`config.mk`:
```
export PLATFORM = sky130hd
export DESIGN_NAME = keypad_scan_ctrl_flat
export DESIGN_NICKNAME = d
export VERILOG_FILES = /design/src/rtl/keypad_pkg.sv /design/src/rtl/keypad_scan_ctrl_if.sv /design/src/rtl/kp_tick_gen.sv /design/src/rtl/keypad_scan_ctrl.sv /design/src/flat_wrapper.sv
export SDC_FILE = /design/constraint.sdc
export NUM_CORES = 1
export LEC_CHECK = 0
export BUFFER_PORTS_ARGS = -buffer_cell sky130_fd_sc_hd__buf_2
export CORE_MARGIN = 2
export CORE_UTILIZATION = 40
export CTS_CLUSTER_SIZE = 30
export DETAILED_ROUTE_END_ITERATION = 10
export GPL_TIMING_DRIVEN = 1
export PLACE_DENSITY = 0.64
export SYNTH_ARGS = -nofsm -noshare
export SYNTH_HDL_FRONTEND = slang
export SYNTH_SLANG_ARGS = --single-unit
```
`constraint.sdc`:
```
create_clock -name clk -period 4.5 [get_ports clk]
set_input_delay 0.225 -clock clk [delete_from_list [all_inputs] [get_ports clk]]
set_output_delay 0.225 -clock clk [all_outputs]
set_load 0.01 [all_outputs]
```
`src/rtl/keypad_pkg.sv`:
```
// rtl/keypad_pkg.sv - shared constants, FSM encoding and row helpers for the keypad scanner
package keypad_pkg;
    localparam int N_ROW = 4;
    localparam int N_COL = 4;
    localparam int KEY_W = 4;
    localparam logic [3:0] ALL_HIGH = 4'hF;

    typedef enum logic [1:0] {
        ST_SCAN     = 2'd0,
        ST_DEBOUNCE = 2'd1,
        ST_PRESENT  = 2'd2,
        ST_WAIT_REL = 2'd3
    } kp_state_e;

    // True when exactly one row is pulled low; ghosting/multi-key patterns fail.
    function automatic logic one_low(input logic [3:0] rows);
        logic [3:0] z;
        z = ~rows;
        return (z != 4'h0) && ((z & (z - 4'h1)) == 4'h0);
    endfunction

    function automatic logic [1:0] low_row(input logic [3:0] rows);
        logic [1:0] idx;
        idx = 2'd0;
        for (int i = 3; i >= 0; i--) begin
            if (!rows[i]) idx = 2'(i);
        end
        return idx;
    endfunction
endpackage

```
`src/rtl/keypad_scan_ctrl_if.sv`:
```
// rtl/keypad_scan_ctrl_if.sv - key code valid/ack handshake toward the consumer
interface keypad_scan_ctrl_if import keypad_pkg::*; ();
    logic [KEY_W-1:0] key_code;
    logic             key_valid;
    logic             key_ack;

    modport master (output key_code, output key_valid, input key_ack);
    modport slave  (input key_code, input key_valid, output key_ack);
endinterface

```
`src/rtl/kp_tick_gen.sv`:
```
// rtl/kp_tick_gen.sv - scan prescaler producing one-cycle ticks every CLK_DIV clocks
module kp_tick_gen #(
    parameter logic [15:0] CLK_DIV = 16'd50000
) (
    input  logic clk,
    input  logic rst_n,
    input  logic clr,
    output logic tick
);
    logic [15:0] cnt_q, cnt_d;
    logic        wrap;

    assign wrap = (cnt_q == CLK_DIV - 16'd1);
    assign tick = wrap && !clr;

    always_comb begin
        cnt_d = cnt_q + 16'd1;
        if (clr || wrap) cnt_d = 16'd0;
    end

    always_ff @(posedge clk or negedge rst_n) begin
        if (!rst_n) cnt_q <= 16'd0;
        else        cnt_q <= cnt_d;
    end
endmodule

```
`src/rtl/keypad_scan_ctrl.sv`:
```
// rtl/keypad_scan_ctrl.sv - 4x4 keypad column scanner with debounce and valid/ack key output
module keypad_scan_ctrl import keypad_pkg::*; #(
    parameter logic [15:0] CLK_DIV        = 16'd50000,
    parameter logic [7:0]  DEBOUNCE_TICKS = 8'd4
) (
    input  logic                       clk,
    input  logic                       rst_n,
    input  logic                       en,
    input  logic [3:0]                 in_row,
    output logic [3:0]                 out_col,
    output logic                       busy,
    keypad_scan_ctrl_if.master         key_if
);
    kp_state_e   state_q, state_d;
    logic [1:0]  col_idx_q, col_idx_d;
    logic [1:0]  row_q, row_d;
    logic [7:0]  cnt_q, cnt_d, cnt_inc;
    logic [3:0]  code_q, code_d;
    logic        valid_q, valid_d;
    logic [3:0]  out_col_q, out_col_d;
    logic [3:0]  rows_s1_q, rows_s_q;
    logic        tick;
    logic        advance;

    kp_tick_gen #(.CLK_DIV(CLK_DIV)) u_tick (
        .clk   (clk),
        .rst_n (rst_n),
        .clr   (!en),
        .tick  (tick)
    );

    assign cnt_inc = (cnt_q == 8'hFF) ? cnt_q : cnt_q + 8'd1;

    always_comb begin
        state_d   = state_q;
        col_idx_d = col_idx_q;
        row_d     = row_q;
        cnt_d     = cnt_q;
        code_d    = code_q;
        valid_d   = valid_q;
        advance   = 1'b0;
        if (!en) begin
            state_d   = ST_SCAN;
            col_idx_d = 2'd0;
            valid_d   = 1'b0;
            cnt_d     = 8'd0;
        end else begin
            case (state_q)
                ST_SCAN: if (tick) begin
                    if (one_low(rows_s_q)) begin
                        row_d   = low_row(rows_s_q);
                        cnt_d   = 8'd0;
                        state_d = ST_DEBOUNCE;
                    end else begin
                        advance = 1'b1;
                    end
                end
                ST_DEBOUNCE: if (tick) begin
                    if (rows_s_q == ~(4'b0001 << row_q)) begin
                        cnt_d = cnt_inc;
                        if (cnt_inc >= DEBOUNCE_TICKS) begin
                            code_d  = {row_q, col_idx_q};
                            valid_d = 1'b1;
                            state_d = ST_PRESENT;
                        end
                    end else begin
                        state_d = ST_SCAN;
                        advance = 1'b1;
                    end
                end
                // Release is deliberately not watched here: the consumer must ack first.
                ST_PRESENT: if (valid_q && key_if.key_ack) begin
                    valid_d = 1'b0;
                    cnt_d   = 8'd0;
                    state_d = ST_WAIT_REL;
                end
                ST_WAIT_REL: if (tick) begin
                    if (rows_s_q == ALL_HIGH) begin
                        cnt_d = cnt_inc;
                        if (cnt_inc >= DEBOUNCE_TICKS) begin
                            state_d = ST_SCAN;
                            advance = 1'b1;
                        end
                    end else begin
                        cnt_d = 8'd0;
                    end
                end
                default: state_d = ST_SCAN;
            endcase
        end
        if (advance) col_idx_d = col_idx_q + 2'd1;
        out_col_d = en ? ~(4'b0001 << col_idx_d) : ALL_HIGH;
    end

    always_ff @(posedge clk or negedge rst_n) begin
        if (!rst_n) begin
            state_q   <= ST_SCAN;
            col_idx_q <= 2'd0;
            row_q     <= 2'd0;
            cnt_q     <= 8'd0;
            code_q    <= 4'd0;
            valid_q   <= 1'b0;
            out_col_q <= ALL_HIGH;
            rows_s1_q <= ALL_HIGH;
            rows_s_q  <= ALL_HIGH;
        end else begin
            state_q   <= state_d;
            col_idx_q <= col_idx_d;
            row_q     <= row_d;
            cnt_q     <= cnt_d;
            code_q    <= code_d;
            valid_q   <= valid_d;
            out_col_q <= out_col_d;
            rows_s1_q <= in_row;
            rows_s_q  <= rows_s1_q;
        end
    end

    assign out_col          = out_col_q;
    assign busy             = (state_q != ST_SCAN);
    assign key_if.key_code  = code_q;
    assign key_if.key_valid = valid_q;
endmodule
```
`src/flat_wrapper.sv`:
```
// flat-port wrapper written by rule: the top's interface ports become plain ports
module keypad_scan_ctrl_flat import keypad_pkg::*;
#(
    parameter logic [15:0] CLK_DIV        = 16'd50000,
    parameter logic [7:0]  DEBOUNCE_TICKS = 8'd4
)
  (clk, rst_n, en, in_row, out_col, busy, key_if_key_code, key_if_key_valid, key_if_key_ack);
  keypad_scan_ctrl_if key_if_i ();
  input  logic clk;
  input  logic rst_n;
  input  logic en;
  input  logic [3:0] in_row;
  output logic [3:0] out_col;
  output logic busy;
  output wire logic [$bits(key_if_i.key_code)-1:0] key_if_key_code;
  output wire logic [$bits(key_if_i.key_valid)-1:0] key_if_key_valid;
  input wire logic [$bits(key_if_i.key_ack)-1:0] key_if_key_ack;
  assign key_if_key_code = key_if_i.key_code;
  assign key_if_key_valid = key_if_i.key_valid;
  assign key_if_i.key_ack = key_if_key_ack;
  keypad_scan_ctrl #(.CLK_DIV(CLK_DIV), .DEBOUNCE_TICKS(DEBOUNCE_TICKS)) u_core (.clk(clk), .rst_n(rst_n), .en(en), .in_row(in_row), .out_col(out_col), .busy(busy), .key_if(key_if_i));
endmodule
```
==> reports/metrics.cfg <==
[place]
portBuffers = 17
place.gp.congestion = 0.8348
placed_cells = 328
hpwlAfterDp_microns = 3372
place_ws_ns = 1.809

[global_routing]
antenna_found_initial = 0
track_usage_pct = 16.31
grt_pass1_vias = 1797
grt_max_degree = 48
grt-ovfl-total = 0
grt_pass1_wl_microns = 8411

[critical_path]
arrival_ns = 2.93
cp_max_fo = 7
end_kind = flop
crit_required_ns = 4.68
cp-start-kind = flop
critical_path_class = reg2reg

[die]
die_x_microns = 81.78
core_area_sq_um = 5886
dieHeight_microns = 81.78
io_pins = 18
die_area_sq_um = 6688
std_cell_rows = 28
initial_core_util_pct = 41.11

[yosys]
synth_warnings = 0
synth_top_family_by_area = simple AND/OR/NAND/NOR gates
synth_cells = 245
synth_ff_type = dfrtp_1
synth_nets = 255
ys_seq_area_share_pct = 49.22
synthAdderAreaFrac_pct = 1.034
synthesis.area_sq_um = 2420
synth_edf_count = 0
yosys.area_share.simple_pct = 23.22
yosys.cell_types.count = 51
yosys-mux-area-fraction_pct = 5.429
syn_area_per_cell_sq_um = 9.877
async_flop_share_pct = 100.0
synthXorXnorAreaFrac_pct = 5.429
synth_compound_area_share_pct = 12.67
synth-seq-cells = 47

[cells_and_area]
utilization_pct = 45.28
diodes = 0
drive_above_1_share_pct = 16.86
synthToLayoutAreaGrowth_pct = 10.13
fillers = 568
nNetsFinal = 271
fin_cells = 336

[clock_tree]
cts_root_buffer = clkbuf_8
clock_latency_ns = 0.29
cts-buffers-inserted = 5
ctsLongestPathBuffers = 2
postCtsResizedCells = 0
path_clk_slew_ns = 0.08
post-cts-setup-buffer-count = 0
numClockSinks = 47
htreeDepth = 2
cts_tree = built
cts_hold_buf = 0

[sta]
rsz0062_at_grt = false
setup_tns_ns = 0
slew_viol_final = 0
setup_slack_ns = 1.747
tightest_slew_ns = 1.006
layout_min_cycle_time_ns = 2.753
hold_viol = 0
min_period_over_period_pct = 61.17
finalSetupViolations = 0
fmax_ghz = 0.3633
relSlewSlack_pct = 32.92
clock_skew_ns = 0.005389

[power_and_ir_drop]
irDropWorstVdd_v = 0.0001322
power_leakage_nw = 1.174
power_density_nw_per_um2 = 294.5
power_uw = 785.0

[flow_run]
max_cap_viol_count = 0

[status]
status = complete, no violations

[routing]
postRouteAntennaNets = 0
drtIter0Drc = 200
drtPass1Iterations = 4
vias = 1863
wirelength_microns = 4831
detail_route.wl_per_cell_microns = 14.38
vias_per_cell = 5.545
drc_errors = 0

[worst_hold_path]
hold_class = in2reg

-- through the flow --
stage | cell area, sq um | hold slack [ns]
final | 2665 | 0.02484
after global routing | 2665 | 0.002352
after CTS | 2655 | 0.01030
after detailed placement | 2552 | 0.3315
after global placement | 2552 | 0.3304
after floorplan | 2420 | -0.07059
-- cells in the mapped netlist (all sizes together) (3+ instances only) --
library cell	number	area share [%]
nor3	4	0.83
buf	4	1.1
nand4	7	1.8
nand2	23	3.6
xnor2	7	2.5
a21oi	10	2.1
clkbuf	5	0.78
xor2	8	2.9
and3	8	2.1
dfstp	12	13
mux2i	6	2.5
a31oi	5	1.3
nand3	11	2.5
inv	7	1.1
mux2	5	2.9
and4	4	1.6
o31ai	3	0.93
dfrtp	35	36
nor2b	5	1.3
nor2	30	4.7
o21ai	11	2.3
and2	3	0.78
-- cell families after synthesis --
family / count (synthesis)
compound gates: 46
xor+xnor: 15
mux: 11
fa+ha+maj: 2
buf+inv: 16
simple gates: 108
flops: 47
-- sequential cells by signal, summed over array words and instances (netlist names) --
register and flops:
u_core.out_col 4, u_core.rows_s1_q 4, u_core.cnt_q 8, u_core.u_tick.cnt_q 16, u_core.key_if.key_valid 1, u_core.rows_s_q 4
u_core.row_q 2, u_core.col_idx_q 2, u_core.state_q 2, u_core.key_if.key_code 4
-- cell usage in the layout, fill, tap and decap left out, types with 5 or more instances in the layout --
cell type	instances
inv_1	7
nand3_1	10
clkbuf_8	5
and3_1	8
nand2_1	23
dfrtp_1	35
mux2i_1	6
dfstp_2	12
buf_2	17
xnor2_1	7
nor2b_1	5
nor2_1	30
nand4_1	7
a31oi_1	5
o21ai_0	11
xor2_1	8
a21oi_1	10
-- layout make-up --
type	instances	area [sq um]	area share, %
clock buffer	6	72.57	2.723
clock inverter	1	30.03	1.127
inverter	7	26.28	0.9859
multi-input combinational	182	1156	43.38
sequential	47	1191	44.69
tap	75	93.84	3.521
timing repair buffer	18	95.09	3.568
-- metal layers --
metal / global-route usage (%) / part of all wire, % / up-vias
met4: 4.500 / 0.95 / 0
li1: - / - / 907
met3: 4.066 / 2.8 / 6
met1: 20.74 / 48 / 921
met5: 0 / 0 / -
met2: 27.64 / 48 / 29
-- worst max-delay path, stage by stage, from the launching register on --
cell	delay, ns
dfrtp_1	0.46
ha_1	0.33
nand3_2	0.17
a2111o_1	0.39
a222oi_1	0.55
nor2_1	0.15
and4_4	0.28
mux2_4	0.30
-- path summary, 6_finish.rpt --
check	from	cells past startpoint	slack, ns	endpoint
max	u_core.cnt_q[0]	7	1.75	u_core.key_if.key_code[2]
min	in_row[1]	1	0.02	u_core.rows_s1_q[1]
max reg2reg	u_core.cnt_q[0]	7	1.75	u_core.key_if.key_code[2]
min reg2reg	u_core.rows_s1_q[3]	0	0.36	u_core.rows_s_q[3]
max in group asynchronous	rst_n	1	3.77	u_core.col_idx_q[1]
min in group asynchronous	rst_n	1	0.10	u_core.row_q[1]
-- report_power, final --
group          switching [mW]  leakage [nW]  internal (mW)
Clock                   0.130        0.0513          0.163
Sequential             0.0108         0.606          0.434
Combinational          0.0301         0.517         0.0167
No activity file was read; power rests on OpenSTA's default activity.
